--- src/rtl/cache_line_burst_unit.sv ---
// Cache-line transfer engine: splits one line read/write into word requests on the memory port.
// Optional macro CACHE_BURST_CRIT_WORD_FIRST_EN: reads fetch the addressed word first and wrap.
module cache_line_burst_unit #(
   parameter int unsigned WORDS_PER_LINE = 4,
   parameter int unsigned DATA_W         = 32,
   parameter int unsigned ADDR_W         = 32
) (
   input  logic                             clk,
   input  logic                             reset,
   input  logic                             cmd_val,
   output logic                             cmd_rdy,
   input  logic                             cmd_rw,
   input  logic [ADDR_W-1:0]                cmd_addr,
   input  logic [WORDS_PER_LINE*DATA_W-1:0] cmd_wdata,
   output logic                             mem_req_val,
   input  logic                             mem_req_rdy,
   output logic                             mem_req_type,
   output logic [ADDR_W-1:0]                mem_req_addr,
   output logic [DATA_W-1:0]                mem_req_data,
   input  logic                             mem_resp_val,
   output logic                             mem_resp_rdy,
   input  logic [DATA_W-1:0]                mem_resp_data,
   output logic                             line_val,
   input  logic                             line_rdy,
   output logic [WORDS_PER_LINE*DATA_W-1:0] line_data,
   output logic                             busy
);

   localparam int unsigned IDX_W = $clog2(WORDS_PER_LINE);
   localparam int unsigned CNT_W = IDX_W + 1;
   localparam int unsigned OFF_W = IDX_W + 2;
   localparam logic [CNT_W-1:0] CNT_FULL = CNT_W'(WORDS_PER_LINE);

   localparam logic [1:0] IDLE = 2'd0;
   localparam logic [1:0] XFER = 2'd1;
   localparam logic [1:0] DONE = 2'd2;

   logic [1:0]                               state_q, state_d;
   logic                                     rw_q, rw_d;
   logic [ADDR_W-1:0]                        base_q, base_d;
   logic [IDX_W-1:0]                         start_q, start_d;
   logic [WORDS_PER_LINE-1:0][DATA_W-1:0]    line_q, line_d;
   logic [CNT_W-1:0]                         issue_q, issue_d;
   logic [CNT_W-1:0]                         resp_q, resp_d;

   logic                                     cmd_rdy_d, busy_d, line_val_d;
   logic                                     req_val_d, req_type_d;
   logic [ADDR_W-1:0]                        req_addr_d;
   logic [DATA_W-1:0]                        req_data_d;

   logic                                     req_fire, resp_fire;
   logic [IDX_W-1:0]                         cmd_start, resp_idx, next_idx;
   logic [ADDR_W-1:0]                        cmd_base;
   logic                                     unused_addr_bits;

   // Writes always stream from word 0; only reads may start mid-line
`ifdef CACHE_BURST_CRIT_WORD_FIRST_EN
   assign cmd_start = cmd_rw ? '0 : cmd_addr[OFF_W-1:2];
`else
   assign cmd_start = '0;
`endif

   assign cmd_base         = {cmd_addr[ADDR_W-1:OFF_W], OFF_W'(0)};
   assign unused_addr_bits = ^cmd_addr[OFF_W-1:0];

   assign req_fire     = mem_req_val && mem_req_rdy;
   // A response may ride along with the request being issued this cycle
   assign mem_resp_rdy = (state_q == XFER) && ((resp_q < issue_q) || req_fire);
   assign resp_fire    = mem_resp_val && mem_resp_rdy;
   assign resp_idx     = start_q + resp_q[IDX_W-1:0];
   assign line_data    = line_q;

   // Next-state and registered-output logic
   always_comb begin
      state_d    = state_q;
      rw_d       = rw_q;
      base_d     = base_q;
      start_d    = start_q;
      line_d     = line_q;
      issue_d    = issue_q;
      resp_d     = resp_q;
      cmd_rdy_d  = cmd_rdy;
      busy_d     = busy;
      line_val_d = line_val;
      req_val_d  = mem_req_val;
      req_type_d = mem_req_type;
      req_addr_d = mem_req_addr;
      req_data_d = mem_req_data;
      next_idx   = '0;

      case (state_q)
         IDLE: begin
            if (cmd_val) begin
               state_d    = XFER;
               rw_d       = cmd_rw;
               base_d     = cmd_base;
               start_d    = cmd_start;
               line_d     = cmd_wdata;
               issue_d    = '0;
               resp_d     = '0;
               cmd_rdy_d  = 1'b0;
               busy_d     = 1'b1;
               req_val_d  = 1'b1;
               req_type_d = cmd_rw;
               req_addr_d = cmd_base | ADDR_W'({cmd_start, 2'b00});
               req_data_d = cmd_rw ? cmd_wdata[DATA_W-1:0] : '0;
            end
         end

         XFER: begin
            if (req_fire) begin
               issue_d = issue_q + CNT_W'(1);
            end
            next_idx   = start_q + issue_d[IDX_W-1:0];
            req_val_d  = (issue_d < CNT_FULL);
            req_addr_d = req_val_d ? (base_q | ADDR_W'({next_idx, 2'b00})) : '0;
            req_data_d = (req_val_d && rw_q) ? line_q[next_idx] : '0;

            if (resp_fire) begin
               resp_d = resp_q + CNT_W'(1);
               if (!rw_q) begin
                  line_d[resp_idx] = mem_resp_data;
               end
            end

            if (resp_d == CNT_FULL) begin
               state_d    = rw_q ? IDLE : DONE;
               cmd_rdy_d  = rw_q;
               busy_d     = !rw_q;
               line_val_d = !rw_q;
               req_val_d  = 1'b0;
               req_addr_d = '0;
               req_data_d = '0;
            end
         end

         DONE: begin
            if (line_rdy) begin
               state_d    = IDLE;
               line_val_d = 1'b0;
               cmd_rdy_d  = 1'b1;
               busy_d     = 1'b0;
            end
         end

         default: begin
            state_d    = IDLE;
            cmd_rdy_d  = 1'b1;
            busy_d     = 1'b0;
            line_val_d = 1'b0;
            req_val_d  = 1'b0;
            req_addr_d = '0;
            req_data_d = '0;
         end
      endcase
   end

   // State and output registers
   always_ff @(posedge clk) begin
      if (reset) begin
         state_q      <= IDLE;
         rw_q         <= 1'b0;
         base_q       <= '0;
         start_q      <= '0;
         line_q       <= '0;
         issue_q      <= '0;
         resp_q       <= '0;
         cmd_rdy      <= 1'b1;
         busy         <= 1'b0;
         line_val     <= 1'b0;
         mem_req_val  <= 1'b0;
         mem_req_type <= 1'b0;
         mem_req_addr <= '0;
         mem_req_data <= '0;
      end else begin
         state_q      <= state_d;
         rw_q         <= rw_d;
         base_q       <= base_d;
         start_q      <= start_d;
         line_q       <= line_d;
         issue_q      <= issue_d;
         resp_q       <= resp_d;
         cmd_rdy      <= cmd_rdy_d;
         busy         <= busy_d;
         line_val     <= line_val_d;
         mem_req_val  <= req_val_d;
         mem_req_type <= req_type_d;
         mem_req_addr <= req_addr_d;
         mem_req_data <= req_data_d;
      end
   end

endmodule

--- config.mk ---
export PLATFORM = sky130hd
export DESIGN_NAME = cache_line_burst_unit
export DESIGN_NICKNAME = d
export VERILOG_FILES = /design/src/rtl/cache_line_burst_unit.sv
export SDC_FILE = /design/constraint.sdc
export NUM_CORES = 1
export LEC_CHECK = 0
export CORE_UTILIZATION = 46
export CTS_BUF_LIST = sky130_fd_sc_hd__clkbuf_16
export DETAILED_ROUTE_END_ITERATION = 8
export PLACE_DENSITY = 0.92
export SKIP_CTS_REPAIR_TIMING = 1
export SYNTH_ARGS = -nofsm -noshare
export SYNTH_HDL_FRONTEND = slang
export SYNTH_SLANG_ARGS = --single-unit
--- constraint.sdc ---
create_clock -name clk -period 3.1 [get_ports clk]
set_input_delay 0.93 -clock clk [delete_from_list [all_inputs] [get_ports clk]]
set_output_delay 0.93 -clock clk [all_outputs]
set_load 0.02 [all_outputs]
==> reports/results.ini <==
[setup_path]
cp_top_family=compound AO/OA/AOI/OAI gates
worst-r2r-cell-count=5
worstReg2RegEnd=line_data[119]
path_max_fanout=4
cp-end-kind=output port
critical_path.startpoint_type=flop
cp_data_required_time_ns=2.17
slowest_delay_ns=0.42
critPathKind=reg2out
worst-path-buf-inv=2
crit_path_top_delay_cell=dfxtp_1
critPathArrivalTime_ns=2.05
crit_chain=inv_1, ha_1, a21o_2, a21o_1, a21oi_1, clkbuf_2
r2r_slack_ns=0.47
timing.rr.start=state_q[0]

[sta]
slew_violations=0
slew-limit-headroom_pct=41.5
fmax_mhz=336
skew_ns=0.0196
setup_viol=0
period_share_pct=96.1
finalSetupTns_ns=0
tightest_slew_ns=0.878
min_period_ns=2.98
rsz0062_at_grt=no
hold_violations=0

[detailed_routing]
drt-initial-drc-count=1075
wire_per_inst_um=21.0
finalWirelength_um=43000
viasPerCell=6.00
vias=12300
dr.pass1.iters=8
ant_nets=0
drc_errors=0

[worst_hold_path]
holdPathStages=2
hold_path_class=reg2reg
min_to=mem_req_addr[10]
min_from=base_q[10]

[floorplan]
core_um2=24500
initial_core_util_pct=47.1
rows=57
ios=397
dieArea_um2=25700
die_h_um=160
fp.dieW_um=160

[grt]
antenna_found_initial=1
gr-usage-all-layers_pct=32.5
grt_pass1_wl_um=65900
grt_max_degree=88
overflow=0
grt_pass1_vias=12100

[synthesis]
ys_warn_count=0
synth-async-reset-ratio_pct=0
post-synth-top-count-cell=dfxtp_1
synthTopCellsByArea=dfxtp_1 40%, a211oi_1 8.3%, a21oi_1 7.8%
synthTopCellsByCount=231 x dfxtp_1, 191 x nand2_1, 180 x a21oi_1
ys_ff_latch=231
synth_edf_count=0
yosys_most_used_dff=dfxtp_1
netlist_area_um2=11500
synth_cell_type_count=52
syn_avg_cell_area_um2=8.46
syn_inst=1362
yosysSeqAreaShare_pct=40.2
synth_top_area_cell=dfxtp_1
yosysTopAreaCellShare_pct=40.2

[placement]
dp_hpwl_um=29300
finalWeightedCongestion=0.872
numPortBuffers=390

[layout]
layout.nets=1910
final_layout_size_suffix_gt1_share_pct=10.5
syn2layout_area_growth_pct=44.8
diodes=0
nFillCells=1838

[cts]
cts_made_buffers=26
insertion_delay_ns=0.53
cts_tree=yes
cts_max_path_buffers=3
htreeDepth=1
clock_sinks=231
clk_pin_slew_ns=0.06
cts-root-buf=clkbuf_16

[power]
p_total_uw=8440
irDropWorstVdd_mv=0.374
p_leak_uw=0.00609
power_density_nw_per_um2=506

[flow_run]
drv_cap=0

[status]
status=finished clean

cell families (layout without fill, tap and decap cells):
kind of cell / Yosys count / after routing / synth area share, %
compound gates: 439 / 439 / 26.2
mux: 35 / 35 / 6.79
simple gates: 513 / 513 / 20.2
xor+xnor: 3 / 3 / 0.228
buf+inv: 133 / 491 / 5.57
fa+ha+maj: 7 / 7 / 0.761
other cells: 1 / 2 / 0.0326
flops: 231 / 231 / 40.2
power by group:
part | total (µW) | internal [µW] | switching (µW)
logic | 2110 | 999 | 1120
clock network | 2970 | 1730 | 1240
registers | 3360 | 3190 | 178
per-stage QoR:
stage               setup slack (ns)  util, %  std cells  hold WS, ns  instance area, µm²
global placement              -0.105     64.9       2000        0.432               15900
CTS                           -0.340     68.2       2045        0.451               16700
detailed placement            -0.145     64.9       2000        0.439               15900
floorplan                      0.263        -       1363        0.425               11500
global route                  0.0437     68.2       2045        0.470               16700
finish                         0.121     68.2       2045        0.450               16700
how the worst max path moves through the flow:
stage	startpoint	end	slack, ns	cells past startpoint
final	issue_q[1]	mem_resp_rdy	0.12	6
after detailed placement	mem_resp_val	mem_req_data[23]	-0.15	8
after floorplan	mem_req_rdy	mem_req_data[1]	0.26	6
after global routing	issue_q[1]	mem_resp_rdy	0.04	6
after global placement	mem_resp_val	mem_req_data[23]	-0.11	8
after CTS	issue_q[1]	mem_resp_rdy	-0.34	6
area by class of cell:
cell class,instances,area [µm²],share of cell area (%)
multi-input combinational,999,6310,37.9
sequential,231,4630,27.8
timing repair buffer,439,4490,26.9
clock buffer,27,676,4.05
tap,324,405,2.43
clock inverter,18,131,0.788
inverter,7,26.3,0.158
registers in the layout, summed over array words and instances, names as in the netlist:
name,flops
line_data,128
issue_q,3
base_q,28
rw_q,1
mem_req_addr,30
resp_q,3
mem_req_val,1
line_val,1
state_q,2
busy,1
mem_req_data,32
cmd_rdy,1
worst register-to-register path, stage by stage (launching register included):
cell and delay (ns):
dfxtp_4 0.45, buf_4 0.68, and2_2 0.49, buf_4 0.45, a21oi_1 0.16, a211oi_1 0.30
placed cells by master (no fill, tap or decap), types with 6 or more instances in the layout:
master,Yosys,routed
inv_1,7,11
nand2_1,191,191
clkbuf_16,0,27
a211oi_1,128,128
a22oi_1,29,29
mux4_2,22,22
buf_4,6,31
clkdlybuf4s50_1,0,388
nor2_1,172,172
dfxtp_1,231,229
a21oi_2,20,20
ha_1,7,7
nor2b_1,129,129
clkinv_1,0,6
a2111oi_2,27,27
and2_2,0,6
a21oi_1,180,179
buf_12,0,18
o21ai_0,29,28
routing by layer:
layer / share of wire (%) / global-route usage (%)
met5: 0.030 / 0
met4: 6.0 / 19.1
met3: 9.2 / 6.10
met2: 48 / 55.7
met1: 36 / 37.7
Note: power is estimated with default switching activity, not from simulation.
